### src/rtl/clk_gen.sv
// Programmable square-wave generator derived from the reference clock `clk`.
// Provides a phase-shift delay, edge strobes and a count of output rising edges.
module clk_gen #(
  parameter int unsigned HALF_PERIOD = 10,
  parameter int unsigned PHASE_SHIFT = 2,
  parameter logic        INIT_LEVEL  = 1'b0,
  parameter int unsigned CNT_W       = 16
) (
  input  logic             clk,
  input  logic             rst_n,
  input  logic             en,
  input  logic             restart,
  output logic             clk_out,
  output logic             rise_p,
  output logic             fall_p,
  output logic             phase_done,
  output logic [CNT_W-1:0] period_cnt
);

  if (HALF_PERIOD == 0) begin : g_bad_half_period
    $error("clk_gen: HALF_PERIOD must be at least 1");
  end

  localparam int unsigned MAX_CNT = (HALF_PERIOD > PHASE_SHIFT) ? HALF_PERIOD : PHASE_SHIFT;
  localparam int unsigned DIV_W   = (MAX_CNT < 1) ? 1 : $clog2(MAX_CNT + 1);

  localparam logic [DIV_W-1:0] HP_LAST = DIV_W'(HALF_PERIOD - 1);
  localparam logic [DIV_W-1:0] PS_LAST = DIV_W'((PHASE_SHIFT == 0) ? 0 : PHASE_SHIFT - 1);

  typedef enum logic {
    PHASE,
    RUN
  } state_t;

  localparam state_t RST_STATE = (PHASE_SHIFT == 0) ? RUN : PHASE;
  localparam logic   RST_DONE  = (PHASE_SHIFT == 0);

  state_t           state;
  logic [DIV_W-1:0] cnt;

  always_ff @(posedge clk or negedge rst_n) begin
    if (!rst_n) begin
      state      <= RST_STATE;
      cnt        <= '0;
      clk_out    <= INIT_LEVEL;
      rise_p     <= 1'b0;
      fall_p     <= 1'b0;
      phase_done <= RST_DONE;
      period_cnt <= '0;
    end else if (restart) begin
      // Same as reset release, but the rising-edge count survives.
      state      <= RST_STATE;
      cnt        <= '0;
      clk_out    <= INIT_LEVEL;
      rise_p     <= 1'b0;
      fall_p     <= 1'b0;
      phase_done <= RST_DONE;
    end else if (!en) begin
      rise_p <= 1'b0;
      fall_p <= 1'b0;
    end else begin
      rise_p <= 1'b0;
      fall_p <= 1'b0;
      case (state)
        PHASE: begin
          if (cnt == PS_LAST) begin
            state      <= RUN;
            cnt        <= '0;
            phase_done <= 1'b1;
          end else begin
            cnt <= cnt + DIV_W'(1);
          end
        end
        RUN: begin
          if (cnt == HP_LAST) begin
            cnt     <= '0;
            clk_out <= ~clk_out;
            rise_p  <= ~clk_out;
            fall_p  <= clk_out;
            if (!clk_out) begin
              period_cnt <= period_cnt + CNT_W'(1);
            end
          end else begin
            cnt <= cnt + DIV_W'(1);
          end
        end
      endcase
    end
  end

endmodule

### config.mk
export PLATFORM = sky130hd
export DESIGN_NAME = clk_gen
export DESIGN_NICKNAME = d
export VERILOG_FILES = /design/src/rtl/clk_gen.sv
export SDC_FILE = /design/constraint.sdc
export NUM_CORES = 1
export LEC_CHECK = 0
export BUFFER_PORTS_ARGS = -buffer_cell sky130_fd_sc_hd__buf_2
export CAP_MARGIN = 20
export CELL_PAD_IN_SITES_DETAIL_PLACEMENT = 1
export CELL_PAD_IN_SITES_GLOBAL_PLACEMENT = 1
export CORE_MARGIN = 5
export CORE_UTILIZATION = 37
export CTS_CLUSTER_SIZE = 16
export DETAILED_ROUTE_END_ITERATION = 8
export PLACE_DENSITY_LB_ADDON = 0.1
export SYNTH_ARGS = -nofsm -noshare
export SYNTH_HDL_FRONTEND = slang
export SYNTH_SLANG_ARGS = --single-unit
### constraint.sdc
create_clock -name clk -period 1.7 [get_ports clk]
set_input_delay 0 -clock clk [delete_from_list [all_inputs] [get_ports clk]]
set_output_delay 0 -clock clk [all_outputs]
set_load 0.02 [all_outputs]
[After elaboration in Yosys (flattened, before gate mapping)]
Index checks and enable logic that the tools add are counted.
W data, S select, Z words.
Storage, ports and cells
  bits of input ports: 4
  bits in latches: 0
  memories kept: 0
  RAM bits: 0
  logic and storage cells: 47
  flip-flop bits (word level): 25
  bits in read-only memories: 0
Cells by class
  bitwise gates (word level): 3
  order comparisons: 0
  multiply operators: 0
  $add $sub $neg: 2
  mux-type cells: 25
  div/mod/pow operators: 0
  shifts and indexed selects: 0
  eq/ne operators: 3
  reduce and logical (&&, ||, !) cells: 7
Operators with widths (number)
  $mux W1: 20
  $add A16 B1 Y16 const B: 1
  $mux W4: 4
  $pmux W4 S2: 1
  $reduce_bool A2 Y1: 4
  $reduce_and A3 Y1: 2
  $reduce_and A5 Y1: 1
  $add A4 B1 Y4 const B: 1
  $eq A4 B1 Y1 const B: 1
  $eq A4 B4 Y1 const B: 1
  $not A1 Y1: 3
  $ne A2 B2 Y1 const B: 1

[Longest topological paths before layout]
  depth in word-level cells: 5
  mapped depth: 6

[Worst setup path after synthesis]
Ideal clock, no wire load.
  kind: reg2reg
  start point: reg cnt[1]
  end point: reg period_cnt[1]
  data arrival time: 1503 ps
  cell stages (with the launch flop): 6
  required time: 1575 ps
  setup slack: 72 ps
  period minus slack after synthesis: 1628 ps
  cell sequence: dfrtp_1 -> inv_1 -> ha_1 -> nand4bb_4 -> nor3_1 -> mux2_2
On the way
  longest elaborated chain between the ends: 2
RTL lines
  start: declaration: line 39  | logic [DIV_W-1:0] cnt;
  start signal: assignment: line 71  | cnt <= cnt + DIV_W'(1);
  start signal: assignment: line 84  | cnt <= cnt + DIV_W'(1);
  $eq A4 B4 Y1: line 75  | if (cnt == HP_LAST) begin
  $reduce_and A5 Y1 (no line)
  end signal: assignment: line 81  | period_cnt <= period_cnt + CNT_W'(1);
  end: declaration: line 17  | output logic [CNT_W-1:0] period_cnt
Every way passes these cells.
A chain may end at the register's enable or synchronous reset.

[Final worst setup path]
  start point: reg cnt[1]
  end point: reg period_cnt[5]
The elaborated chain is that of the path after synthesis.

==> flow_metrics.py <==
metrics = {
    "route": {
        "wire_per_inst_um": 13.8,
        "ant_nets": 0,
        "dr.pass1.iters": 4,
        "dr_total_vias": 891,
        "routed_wl_um": 2520,
        "drc_errors": 0,
        "via_per_inst": 4.87,
        "drtIter0Drc": 17,
    },
    "timing": {
        "slew-limit-headroom": 0.624,
        "tightest_slew_ns": 0.564,
        "min_period_over_period": 0.944,
        "setup_ws_ns": 0.0952,
        "max_freq_mhz": 623,
        "finalHoldViolCount": 0,
        "min_period_ns": 1.60,
        "maxSlewViolCount": 0,
        "setup_violations": 0,
        "skew_ns": 0.00635,
    },
    "worst_setup_path": {
        "crit_arrival_ns": 1.81,
        "crit_buf_inv": 2,
        "critPathMaxStageDelay_ns": 0.40,
        "path_cells": "inv_1 > ha_2 > nand4bb_4 > nor4_4 > buf_4 > nand4_1 > xnor2_1",
        "critPathMaxFanout": 7,
        "worstSetupPathType": "flip-flop to flip-flop",
        "cp_top_family": "simple AND/OR/NAND/NOR gates",
        "ff2ff_setup_slack_ns": 0.1,
        "endpoint_kind": "flip-flop",
        "required_ns": 1.91,
        "cp_slowest_cell": "dfrtp_1",
        "crit_path_start_kind": "flip-flop",
    },
    "placed_design": {
        "dp_slack_ns": -0.0351,
        "hpwl_um": 1940,
        "place_congestion": 0.762,
        "port_buffers": 23,
        "place_area_um2": 1370,
    },
    "pwr": {
        "p_switching_uw": 221,
        "p_per_area_nw_per_um2": 665,
        "p_leak_nw": 0.688,
        "combPwrFrac": 0.076,
        "peakVddDrop_v": 0.000282,
        "internal_power_uw": 724,
        "p_clk_frac": 0.279,
        "swShare": 0.234,
        "seq_power_share": 0.645,
    },
    "floorplanning": {
        "start_util": 0.383,
        "dieWidth_um": 66.2,
        "ios": 24,
        "placementRows": 20,
        "die-area_um2": 4380,
        "die_h_um": 66.2,
        "coreArea_um2": 3050,
    },
    "grt": {
        "globalRoute.busiestLayer": "met2",
        "grt_pass1_vias": 946,
        "grt_pass1_wl_um": 4340,
        "grt_util_all_layers": 0.129,
        "grt.overflow.total": 0,
        "grtUsageMet3": 0.0272,
        "grtUsageMet1": 0.153,
        "use_met2": 0.235,
        "antenna_found_initial": 0,
        "grt_max_degree": 26,
    },
    "job": {
        "max-cap-violations": 0,
    },
    "clock_network": {
        "cts_max_path_buffers": 2,
        "clk_pin_slew_worst_paths_ns": 0.13,
        "cts_buffers": 3,
        "cts_root_buf": "clkbuf_4",
        "cts_sinks": 25,
        "htree_levels": 1,
        "insertion_delay_ns": 0.31,
        "cts_tree": "done",
    },
    "yosys": {
        "syn_inst": 105,
        "ys_seq_area_frac": 0.535,
        "syn-cell-area_um2": 1170,
        "ys_warn_count": 0,
        "syn_nets": 112,
        "yosys_register_bits": 25,
        "avgSynthCellArea_um2": 11.1,
        "synth_cell_types": 23,
    },
    "cells_and_area": {
        "insertedDiodeCount": 0,
        "syn2layout_area_growth_pct": 21.6,
        "drive_gt1_frac": 0.266,
        "final_nets": 147,
        "final_util": 0.466,
        "num-fill-cells": 362,
        "final_area_um2": 1420,
    },
    "min_path": {
        "hold_path_class": "input pin to flip-flop",
    },
    "outcome": {
        "outcome": "finished clean",
    },
}
==> cells by family after synthesis <==
group | synth area share
AND/OR/NAND/NOR | 0.243
flip-flops | 0.535
XOR/XNOR | 0.127
AO/OA/AOI/OAI | 0.0332
buffers and inverters | 0.0193
adder cells (fa/ha/maj) | 0.0321
multiplexers | 0.00964
==> metrics by stage <==
step	setup TNS, ns	total power [mW]	hold slack [ns]	instances
2_1_floorplan	0	0.651	-0.296	105
3_3_place_gp	0	0.689	0.0228	176
3_5_place_dp	-0.0892	0.691	0.0350	176
4_1_cts	0	0.963	0.0272	182
5_1_grt	-0.0273	1.00	0.0107	183
6_report	0	0.945	0.0290	183
==> layout make-up <==
cell class	count	area [um^2]	share of cell area
Multi-Input combinational cell	76	523	0.368
Sequential cell	25	626	0.440
Inverter	3	11.3	0.00792
Tap cell	44	55.1	0.0387
Timing Repair Buffer	31	180	0.127
Clock buffer	4	26.3	0.0185
==> power groups by stage <==
stage	logic [mW]	registers, mW	clock network [mW]
after floorplan	0.0276	0.623	0
after global placement	0.0682	0.620	0
after detailed placement	0.0699	0.621	0
after CTS	0.0735	0.610	0.279
after global routing	0.0828	0.611	0.307
final	0.0721	0.609	0.264
==> synth_stat cells <==
cell,instances,area (um^2)
dfrtp_1,25,626
xnor2_1,14,123
nand2_1,12,45.0
nor2_1,10,37.5
nand3_1,6,30.0
nand4_1,5,31.3
o21ai_0,4,20.0
and3_1,3,18.8
ha_1,3,37.5
inv_1,3,11.3
nand3b_1,3,22.5
nor3_1,3,15.0
xor2_1,3,26.3
a21oi_1,2,10.0
a211o_1,1,8.76
and2_1,1,6.26
and4b_1,1,10.0
and4bb_2,1,12.5
buf_6,1,11.3
mux2_2,1,11.3
nand4bb_4,1,27.5
nor4_4,1,21.3
or3_1,1,6.26
==> worst min-delay path: stages <==
cell and delay (ns):
buf_2 0.14, nand4bb_4 0.12, nor2_1 0.05
==> state kept, by name (all words and copies together) (netlist names) <==
| register | count |
|---|---|
| clk_out | 1 |
| state | 1 |
| cnt | 4 |
| phase_done | 1 |
| fall_p | 1 |
| period_cnt | 16 |
| rise_p | 1 |
==> final timing paths <==
| kind | startpoint | end | cells past startpoint |
|---|---|---|---|
| setup / recovery | cnt[1] | period_cnt[5] | 7 |
| hold / removal | en | fall_p | 3 |
| setup reg to reg | cnt[1] | period_cnt[5] | 7 |
| hold reg to reg | period_cnt[10] | period_cnt[10] | 1 |
| max in group asynchronous | rst_n | fall_p | 2 |
| min in group asynchronous | rst_n | period_cnt[5] | 2 |
==> repair_timing <==
action	CTS	global route
pin swaps	1	1
hold buffers	2	0
buffers inserted	0	1
setup endpoints to repair	6	5
resized for setup	0	1
hold endpoints to repair	29	0
==> metal layers <==
metal / routed length, um / vias to the layer above
met2: 1290 / 14
met5: 0 / -
li1: - / 427
met4: 15 / 0
met3: 86 / 2
met1: 1130 / 448
==> cell usage in the layout, fill, tap and decap left out, types with 2 or more instances in the layout <==
cell type,Yosys,layout
a21oi_1,2,2
and3_1,3,3
buf_2,0,23
buf_4,0,6
clkbuf_4,0,3
dfrtp_1,25,25
dlygate4sd3_1,0,2
ha_1,3,2
inv_1,3,3
nand2_1,12,12
nand3_1,6,6
nand3b_1,3,3
nand4_1,5,5
nor2_1,10,10
nor3_1,3,3
o21ai_0,4,4
xnor2_1,14,14
xor2_1,3,3
No activity file was read; power rests on OpenSTA's default activity.
